**src/rtl/unified_store_router.sv**
```systemverilog
// unified_store_router
// Write-back router between the shared FFT/NTT butterfly and the two result
// BRAM banks. Each lane's issue token (bank, addr, mode) travels through a
// per-lane timing wheel. The slot index is "cycles until exit", and a token is
// inserted at slot L-1, where L is chosen by the token's own mode tag. When the
// token reaches slot 0, the lane's butterfly output is sampled. That word is
// then either written to its bank on the next edge or deferred to a small FIFO
// when it loses bank arbitration.
//
// Ports
//   clk, rst_n                      clock, asynchronous active-low reset
//   iss_valid_a/b, iss_bank_a/b     token issue per lane, destination bank
//   iss_addr_a/b                    destination address per lane
//   iss_is_fft, iss_is_dif          mode tag shared by both lanes at issue
//   a_wide, b_wide                  butterfly FFT/NTT0 words
//   a_rns, b_rns                    RNS residues, channel k at [k*LOGQ +: LOGQ]
//   wr_en_0/1, wr_addr_0/1          registered bank write port
//   wr_wide_0/1, wr_rns_0/1         registered bank write data
//   clr_status                      synchronous clear of sticky flags
//   busy                            token in flight or deferred write pending
//   defer_ovf                       sticky: a deferred write was dropped
//   lane_clash                      sticky: two tokens of one lane exited together
//
// Handshake: issue is valid-only. A token is accepted on every edge where
// iss_valid_x is high. There is no ready and no backpressure. The bank write
// port is likewise valid-only, and the BRAM takes wr_en_x unconditionally.

`ifndef OVERALL_BITS
`define OVERALL_BITS 32
`endif
`ifndef DELAY_FLP_ADDER
`define DELAY_FLP_ADDER 3
`endif
`ifndef DELAY_COMPLEX_MULT
`define DELAY_COMPLEX_MULT 6
`endif

module unified_store_router #(
  parameter int ADDR_WIDTH  = 12,
  parameter int WIDE_WIDTH  = 2*`OVERALL_BITS,
  parameter int LOGQ        = 54,
  parameter int NUM_RNS     = 2,
  parameter int LAT_A_FFT   = `DELAY_FLP_ADDER,
  parameter int LAT_A_DIF   = 4,
  parameter int LAT_A_DIT   = 1,
  parameter int LAT_B_FDIF  = `DELAY_FLP_ADDER + `DELAY_COMPLEX_MULT + 2,
  parameter int LAT_B_FDIT  = LAT_B_FDIF + 1,
  parameter int LAT_B_DIF   = 20,
  parameter int LAT_B_DIT   = 18,
  parameter int DEFER_DEPTH = 4
) (
  input  logic                       clk,
  input  logic                       rst_n,
  input  logic                       iss_valid_a,
  input  logic                       iss_valid_b,
  input  logic                       iss_bank_a,
  input  logic                       iss_bank_b,
  input  logic [ADDR_WIDTH-1:0]      iss_addr_a,
  input  logic [ADDR_WIDTH-1:0]      iss_addr_b,
  input  logic                       iss_is_fft,
  input  logic                       iss_is_dif,
  input  logic [WIDE_WIDTH-1:0]      a_wide,
  input  logic [WIDE_WIDTH-1:0]      b_wide,
  input  logic [NUM_RNS*LOGQ-1:0]    a_rns,
  input  logic [NUM_RNS*LOGQ-1:0]    b_rns,
  output logic                       wr_en_0,
  output logic                       wr_en_1,
  output logic [ADDR_WIDTH-1:0]      wr_addr_0,
  output logic [ADDR_WIDTH-1:0]      wr_addr_1,
  output logic [WIDE_WIDTH-1:0]      wr_wide_0,
  output logic [WIDE_WIDTH-1:0]      wr_wide_1,
  output logic [NUM_RNS*LOGQ-1:0]    wr_rns_0,
  output logic [NUM_RNS*LOGQ-1:0]    wr_rns_1,
  input  logic                       clr_status,
  output logic                       busy,
  output logic                       defer_ovf,
  output logic                       lane_clash
);

  function automatic int imax(input int x, input int y);
    return (x > y) ? x : y;
  endfunction

  localparam int RW = NUM_RNS * LOGQ;
  localparam int DL = imax(imax(imax(LAT_A_FFT, LAT_A_DIF), imax(LAT_A_DIT, LAT_B_FDIF)),
                           imax(imax(LAT_B_FDIT, LAT_B_DIF), LAT_B_DIT));
  localparam int PW = $clog2(DEFER_DEPTH);

  // Per-lane timing wheel; index 0 is the exit slot.
  logic                  slot_v     [2][DL];
  logic                  slot_clash [2][DL];
  logic                  slot_bank  [2][DL];
  logic [ADDR_WIDTH-1:0] slot_addr  [2][DL];
  logic                  nxt_v      [2][DL];
  logic                  nxt_clash  [2][DL];
  logic                  nxt_bank   [2][DL];
  logic [ADDR_WIDTH-1:0] nxt_addr   [2][DL];

  logic [1:0]            iss_v, iss_bk;
  logic [ADDR_WIDTH-1:0] iss_ad [2];
  int                    lat    [2];

  assign iss_v     = {iss_valid_b, iss_valid_a};
  assign iss_bk    = {iss_bank_b, iss_bank_a};
  assign iss_ad[0] = iss_addr_a;
  assign iss_ad[1] = iss_addr_b;

  always_comb begin
    lat[0] = iss_is_fft ? LAT_A_FFT : (iss_is_dif ? LAT_A_DIF : LAT_A_DIT);
    lat[1] = iss_is_fft ? (iss_is_dif ? LAT_B_FDIF : LAT_B_FDIT)
                        : (iss_is_dif ? LAT_B_DIF : LAT_B_DIT);
  end

  // Advance the wheel by one slot, then drop the new token into slot L-1.
  // If an older token already lands in that slot, the older token keeps it
  // and the younger token is merged away. The clash bit raises lane_clash
  // when the older token exits.
  always_comb begin
    for (int l = 0; l < 2; l++) begin
      for (int i = 0; i < DL-1; i++) begin
        nxt_v[l][i]     = slot_v[l][i+1];
        nxt_clash[l][i] = slot_clash[l][i+1];
        nxt_bank[l][i]  = slot_bank[l][i+1];
        nxt_addr[l][i]  = slot_addr[l][i+1];
      end
      nxt_v[l][DL-1]     = 1'b0;
      nxt_clash[l][DL-1] = 1'b0;
      nxt_bank[l][DL-1]  = 1'b0;
      nxt_addr[l][DL-1]  = '0;
      for (int i = 0; i < DL; i++) begin
        if (iss_v[l] && (i == lat[l] - 1)) begin
          if (nxt_v[l][i]) begin
            nxt_clash[l][i] = 1'b1;
          end else begin
            nxt_v[l][i]     = 1'b1;
            nxt_clash[l][i] = 1'b0;
            nxt_bank[l][i]  = iss_bk[l];
            nxt_addr[l][i]  = iss_ad[l];
          end
        end
      end
    end
  end

  // Deferral FIFO: the extra pointer bit separates full from empty.
  logic                  fifo_bank [DEFER_DEPTH];
  logic [ADDR_WIDTH-1:0] fifo_addr [DEFER_DEPTH];
  logic [WIDE_WIDTH-1:0] fifo_wide [DEFER_DEPTH];
  logic [RW-1:0]         fifo_rns  [DEFER_DEPTH];
  logic [PW:0]           rptr, wptr, count;
  logic                  fifo_empty;
  logic [PW-1:0]         head_idx, widx_b;

  assign count      = wptr - rptr;
  assign fifo_empty = (count == '0);
  assign head_idx   = rptr[PW-1:0];

  // Arbitration candidates: 0 = FIFO head, 1 = lane A exit, 2 = lane B exit.
  logic [2:0]            cand_v, cand_bank;
  logic [ADDR_WIDTH-1:0] cand_addr [3];
  logic [WIDE_WIDTH-1:0] cand_wide [3];
  logic [RW-1:0]         cand_rns  [3];

  assign cand_v       = {slot_v[1][0], slot_v[0][0], !fifo_empty};
  assign cand_bank    = {slot_bank[1][0], slot_bank[0][0], fifo_bank[head_idx]};
  assign cand_addr[0] = fifo_addr[head_idx];
  assign cand_addr[1] = slot_addr[0][0];
  assign cand_addr[2] = slot_addr[1][0];
  assign cand_wide[0] = fifo_wide[head_idx];
  assign cand_wide[1] = a_wide;
  assign cand_wide[2] = b_wide;
  assign cand_rns[0]  = fifo_rns[head_idx];
  assign cand_rns[1]  = a_rns;
  assign cand_rns[2]  = b_rns;

  logic                  sel_v    [2];
  logic [ADDR_WIDTH-1:0] sel_addr [2];
  logic [WIDE_WIDTH-1:0] sel_wide [2];
  logic [RW-1:0]         sel_rns  [2];

  // Scan from lowest to highest priority so the highest-priority match wins.
  always_comb begin
    for (int k = 0; k < 2; k++) begin
      sel_v[k]    = 1'b0;
      sel_addr[k] = '0;
      sel_wide[k] = '0;
      sel_rns[k]  = '0;
      for (int c = 2; c >= 0; c--) begin
        if (cand_v[c] && (cand_bank[c] == k[0])) begin
          sel_v[k]    = 1'b1;
          sel_addr[k] = cand_addr[c];
          sel_wide[k] = cand_wide[c];
          sel_rns[k]  = cand_rns[c];
        end
      end
    end
  end

  logic lose_a, lose_b, acc_a, acc_b, drop, clash_exit;
  int   free_slots;

  // The head is always popped when present. Its slot is reusable this cycle.
  assign lose_a = cand_v[1] & cand_v[0] & (cand_bank[1] == cand_bank[0]);
  assign lose_b = cand_v[2] & ((cand_v[0] & (cand_bank[2] == cand_bank[0])) |
                               (cand_v[1] & (cand_bank[2] == cand_bank[1])));
  assign clash_exit = (slot_v[0][0] & slot_clash[0][0]) | (slot_v[1][0] & slot_clash[1][0]);

  always_comb begin
    free_slots = DEFER_DEPTH - int'(count) + (fifo_empty ? 0 : 1);
    acc_a      = lose_a && (free_slots >= 1);
    acc_b      = lose_b && (free_slots >= (acc_a ? 2 : 1));
    drop       = (lose_a && !acc_a) || (lose_b && !acc_b);
  end

  assign widx_b = acc_a ? (wptr[PW-1:0] + PW'(1)) : wptr[PW-1:0];

  always_ff @(posedge clk) begin
    if (acc_a) begin
      fifo_bank[wptr[PW-1:0]] <= cand_bank[1];
      fifo_addr[wptr[PW-1:0]] <= cand_addr[1];
      fifo_wide[wptr[PW-1:0]] <= cand_wide[1];
      fifo_rns[wptr[PW-1:0]]  <= cand_rns[1];
    end
    if (acc_b) begin
      fifo_bank[widx_b] <= cand_bank[2];
      fifo_addr[widx_b] <= cand_addr[2];
      fifo_wide[widx_b] <= cand_wide[2];
      fifo_rns[widx_b]  <= cand_rns[2];
    end
  end

  logic                  out_en   [2];
  logic [ADDR_WIDTH-1:0] out_addr [2];
  logic [WIDE_WIDTH-1:0] out_wide [2];
  logic [RW-1:0]         out_rns  [2];

  always_ff @(posedge clk or negedge rst_n) begin
    if (!rst_n) begin
      for (int l = 0; l < 2; l++) begin
        for (int i = 0; i < DL; i++) begin
          slot_v[l][i]     <= 1'b0;
          slot_clash[l][i] <= 1'b0;
          slot_bank[l][i]  <= 1'b0;
          slot_addr[l][i]  <= '0;
        end
        out_en[l]   <= 1'b0;
        out_addr[l] <= '0;
        out_wide[l] <= '0;
        out_rns[l]  <= '0;
      end
      rptr       <= '0;
      wptr       <= '0;
      defer_ovf  <= 1'b0;
      lane_clash <= 1'b0;
    end else begin
      slot_v     <= nxt_v;
      slot_clash <= nxt_clash;
      slot_bank  <= nxt_bank;
      slot_addr  <= nxt_addr;
      for (int k = 0; k < 2; k++) begin
        out_en[k]   <= sel_v[k];
        out_addr[k] <= sel_addr[k];
        out_wide[k] <= sel_wide[k];
        out_rns[k]  <= sel_rns[k];
      end
      if (!fifo_empty) rptr <= rptr + (PW+1)'(1);
      wptr       <= wptr + (PW+1)'(acc_a) + (PW+1)'(acc_b);
      // A new event on the same edge as clr_status keeps the flag set.
      defer_ovf  <= drop | (defer_ovf & ~clr_status);
      lane_clash <= clash_exit | (lane_clash & ~clr_status);
    end
  end

  always_comb begin
    busy = !fifo_empty;
    for (int l = 0; l < 2; l++) begin
      for (int i = 0; i < DL; i++) busy = busy | slot_v[l][i];
    end
  end

  assign wr_en_0   = out_en[0];
  assign wr_en_1   = out_en[1];
  assign wr_addr_0 = out_addr[0];
  assign wr_addr_1 = out_addr[1];
  assign wr_wide_0 = out_wide[0];
  assign wr_wide_1 = out_wide[1];
  assign wr_rns_0  = out_rns[0];
  assign wr_rns_1  = out_rns[1];

endmodule

```
**config.mk**
```make
export PLATFORM = sky130hd
export DESIGN_NAME = unified_store_router
export DESIGN_NICKNAME = d
export VERILOG_FILES = /design/src/rtl/unified_store_router.sv
export SDC_FILE = /design/constraint.sdc
export NUM_CORES = 2
export LEC_CHECK = 0
export CAP_MARGIN = 10
export CORE_MARGIN = 2
export CORE_UTILIZATION = 47
export DETAILED_ROUTE_END_ITERATION = 6
export PLACE_DENSITY = 0.68
export SETUP_SLACK_MARGIN = 0.1
export SLEW_MARGIN = 20
export SYNTH_ARGS = -nofsm -noshare
export SYNTH_HDL_FRONTEND = slang
export SYNTH_SLANG_ARGS = --single-unit
```
**constraint.sdc**
```tcl
create_clock -name clk -period 16.5 [get_ports clk]
set_input_delay 4.125 -clock clk [delete_from_list [all_inputs] [get_ports clk]]
set_output_delay 4.125 -clock clk [all_outputs]
set_load 0.01 [all_outputs]
```
# Word level (Yosys, flattened, before mapping)
# Memories as Yosys holds them, arrays and structs flattened.
# Index checks and enable logic that the tools add are counted.
# totals
mem_bits_rw	740
word_cells	648
out_inout_bits	373
register_bits	976
n_memories	4
input_bits	377
# mem_list
name	depth	word_bits	rd	rd_clocked_by_memory_dff	write_ports	line_no	rtl
fifo_rns	4	108	1	0	2	149	logic [RW-1:0] fifo_rns [DEFER_DEPTH];
fifo_wide	4	64	1	0	2	148	logic [WIDE_WIDTH-1:0] fifo_wide [DEFER_DEPTH];
fifo_addr	4	12	1	0	2	147	logic [ADDR_WIDTH-1:0] fifo_addr [DEFER_DEPTH];
fifo_bank	4	1	1	0	2	146	logic fifo_bank [DEFER_DEPTH];
# classes
muxes	308
add_sub_neg	9
order_cmp	2
reduce_logical	57
bitwise_logic	57
n_eq_ne	41
# op_table
op	n
$mux 12	84
$mux 108	6
$mux 64	6
$mux 1	205
$logic_not 32->1	2
$logic_and 1x1->1	50
$eq 5x6->1 const A	8
$or 1x1->1	44
$eq 5x4->1 const A	8
$eq 4x6->1 const A	4
$eq 6x4->1 const A	4
$eq 6x6->1 const A	4
$eq 4x4->1 const A	4
$eq 3x6->1 const A	2
$mux 3	4
$and 1x1->1	9
$eq 3x4->1 const A	2
$add 3x1->3	2
$eq 2x6->1 const A	1
$sub 5x1->6 const B	1
$add 4x2->5	1
$ge 5x2->1 const B	1
$ge 5x3->1	1
$mux 5	1
12 further kinds	20

# Longest topological paths before layout
# logic_depth
word_depth	43
mapped_depth	21
ltp_nobuf	18

# Least setup slack after synthesis
# Ideal clock, no wire load.
# synth_timing
path_type	register -> register
startpoint	register wptr[0]
endpoint	memory fifo_addr[0][0], enable pin
arrival_time_ns	13.161
setup_time_ns	0.808
period_less_slack_ns	13.970
path_buffers	1
path_stages_with_launch	18
slack_ns	2.530
required_ns	15.692
path_cell_list	dfrtp_1 > inv_1 > ha_1 > fa_1 > xnor3_1 > ha_1 > clkinv_1 > ha_1 > o221a_1 > a2111o_1 > nand3b_4 > buf_1 > ha_1 > nand2b_1 > a21oi_1 > a21oi_1 > nand4_1 > a22oi_1
# synth_lines
item	line_no	rtl
start, declared	150	logic [PW:0] rptr, wptr, count;
start signal, assigned	267	wptr <= wptr + (PW+1)'(acc_a) + (PW+1)'(acc_b);
end, declared	147	

# Worst setup path after layout
# layout_timing
startpoint	register rptr[0]
endpoint	output busy
# layout_via
elab_chain_cells	43
# layout_lines
item	line_no	rtl
start, declared	150	
start signal, assigned	266	if (!fifo_empty) rptr <= rptr + (PW+1)'(1);
$sub 3x3->3	154	assign count = wptr - rptr;
$logic_not 3->1	155	assign fifo_empty = (count == '0);
$logic_not 1->1	275	busy = !fifo_empty;
$or 1x1->1 (40 in a row)	277	for (int i = 0; i < DL; i++) busy = busy | slot_v[l][i];
end, declared	75	output logic busy,
# No other way between the ends.

==> flow_summary.yaml <==
sta:
  fin_setup_tns_ns: 0
  tightest_slew_ns: 1.20
  post-route-period-util: 0.538
  finalCriticalPeriod_ns: 8.88
  drv_slew: 0
  final-hold-violation-count: 0
  rsz0062_at_grt: "false"
  max_freq_mhz: 113
  fin_ws_ns: 7.62
  maxSlewHeadroom: 0.200
  clock_skew_ns: 0.0967
  setup_violations: 0
setup_path:
  cp.required_ns: 12.38
  start_kind: "register"
  arrival_ns: 4.75
  reg2reg_depth: 17
  cp_num_cells: 10
  ff2ff_setup_slack_ns: 9.03
  cp_slowest_cell: "dfrtp_4"
  crit_chain: "ha_1, fa_1, xnor3_1, ha_1, clkinv_1, nor4_1, nand4_1, nor2_1, nand3_1, clkdlybuf4s50_1"
  worstSetupEndpoint: "busy"
  r2r-end: "fifo_addr[3][2]"
  crit_start: "rptr[0]"
  critical_path_class: "reg -> out"
  end_kind: "output pin"
  crit_family: "adder cells"
  crit_top_cell: "ha_1"
  slowest_delay_ns: 0.71
  cp_num_buf_inv: 2
  cp_max_fo: 30
  r2r-start: "rptr[0]"
logic_synthesis:
  yosys_warnings: 0
  synth-async-reset-ratio: 0.553
  syn_inst: 4689
  synth_area_leader_cell: "dfrtp_1"
  yosys-top-cells-area: "dfrtp_1, edfxtp_1, mux2_1, mux4_2, mux2_2"
  syn_avg_cell_area_um2: 15.0
  synth_edf_count: 740
  synth_seq_cells: 1656
  netlist_area_mm2: 0.0704
  yosysTopAreaCellShare: 0.326
  ys_top_cells_by_count: "dfrtp_1, edfxtp_1, clkbuf_1, mux2_1, nor2_1"
  synth.distinct_cells: 51
  synth_most_common_cell: "dfrtp_1"
  yosysSeqAreaShare: 0.642
  synth_flop_cell: "dfrtp_1"
drt:
  detail_route.wirelength_um: 192000
  postRouteAntennaNets: 0
  drcViolationCount: 0
  wire_per_inst_um: 26.9
  first_pass_iters: 7
  viasPerCell: 5.84
  drt_iter0_drc: 3614
  num_vias: 41800
clocking:
  cts_tree: "done"
  root_buffer: "clkbuf_16"
  hold_buffers: 0
  post_cts_buffers: 0
  clkSinkCount: 1656
  numCtsBuffers: 173
  cts_buffer_depth: 3
  path_clk_slew_ns: 0.06
  h-tree-depth: 4
  ctsResizeCount: 0
  clkLatencyLatePin_ns: 0.83
placed_design:
  hpwl_um: 112000
  place.gp.congestion: 0.833
  numPortBuffers: 749
  pre_cts_ws_ns: 8.34
floorplan:
  initial_core_util: 0.475
  design.die.area_mm2: 0.153
  ios: 750
  die_h_um: 391
  core_area_mm2: 0.148
  die_width_um: 391
  rows: 141
hold_path:
  hp-start: "slot_addr[198]"
  hp-class: "reg -> reg"
global_routing:
  grt_max_degree: 224
  grt.overflow.total: 0
  grt_pass1_wl_um: 285000
  antenna_found_initial: 46
  grt_pass1_vias: 43400
  grt_usage: 0.251
layout:
  num-nets-final: 5438
  area_delta_synth_final_pct: 20.0
  multi_input_area_mm2: 0.0225
  fillers: 11500
  register_area_mm2: 0.0452
  drive_gt1_frac: 0.195
status:
  status: "finished clean"
flow_run:
  maxCapViolations: 0
[registers in the layout (all words and copies together), names as in the netlist, 24 cells and up]
signal      count
fifo_addr      48
wr_wide_1      64
fifo_rns      432
slot_addr     408
cand_addr      24
wr_rns_1      108
slot_v         34
wr_rns_0      108
wr_wide_0      64
slot_bank      34
slot_clash     34
fifo_wide     256
[per-layer routing]
layer / part of all wire / up-vias / GRT usage
met4: 0.046 / 26 / 0.125
met2: 0.48 / 1686 / 0.395
li1: - / 17900 / -
met3: 0.069 / 403 / 0.0485
met5: 0.0010 / - / 0
met1: 0.40 / 21800 / 0.333
[kinds of logic after synthesis]
family,count (synthesis),synth area share
flip-flops,1656,0.642
multiplexers,1113,0.216
AND/OR/NAND/NOR,664,0.0385
buffers and inverters,654,0.0412
AO/OA/AOI/OAI,573,0.0578
adder cells (fa/ha/maj),22,0.00413
XOR/XNOR,6,0.000942
other,1,0.0000533
[worst min-delay path by stage]
stage / end / slack, ns / depth (start not counted)
finish: slot_addr[210] / 0.32 / 0
global route: slot_addr[210] / 0.32 / 0
CTS: slot_addr[210] / 0.32 / 0
detailed placement: slot_addr[151] / 0.33 / 0
global placement: slot_addr[395] / 0.33 / 0
floorplan: cand_addr[0] / 0.40 / 1
[cell type report]
cell class                      instances  share of cell area
Timing Repair Buffer                  803              0.0963
Tap cell                             1930              0.0286
Multi-Input combinational cell       2393               0.266
Clock buffer                          252              0.0595
Antenna cell                           33            0.000978
Clock inverter                         76              0.0131
Inverter                               12            0.000533
Sequential cell                      1656               0.535
[stage by stage]
| stage | area, µm² | hold slack, ns | cells | util |
|---|---|---|---|---|
| CTS | 84300 | 0.316 | 7121 | 0.569 |
| floorplan | 70400 | 0.405 | 4703 | - |
| global route | 84400 | 0.321 | 7150 | 0.570 |
| global placement | 78200 | 0.331 | 6793 | 0.528 |
| finish | 84400 | 0.316 | 7155 | 0.570 |
| detailed placement | 78200 | 0.335 | 6793 | 0.528 |
[cell usage in the layout (no fill, tap or decap), types with 17 or more instances in the layout]
| master | netlist | layout |
|---|---|---|
| clkinv_2 | 0 | 23 |
| buf_12 | 0 | 18 |
| diode_2 | 0 | 33 |
| mux2_1 | 450 | 450 |
| mux2_2 | 322 | 322 |
| mux2_4 | 150 | 150 |
| o21ai_0 | 187 | 187 |
| dfrtp_1 | 916 | 914 |
| nand2_1 | 196 | 195 |
| nor2_1 | 387 | 384 |
| edfxtp_1 | 740 | 740 |
| clkbuf_1 | 507 | 41 |
| clkinv_1 | 1 | 17 |
| clkdlybuf4s50_1 | 0 | 748 |
| mux4_2 | 185 | 185 |
| a221oi_1 | 184 | 184 |
| ha_1 | 20 | 20 |
| buf_4 | 24 | 36 |
| clkbuf_8 | 0 | 36 |
| clkbuf_16 | 0 | 175 |
| a22oi_1 | 189 | 185 |
Power is not shown: default switching activity piles up to over one toggle a cycle in this logic, so the estimate is an artifact.
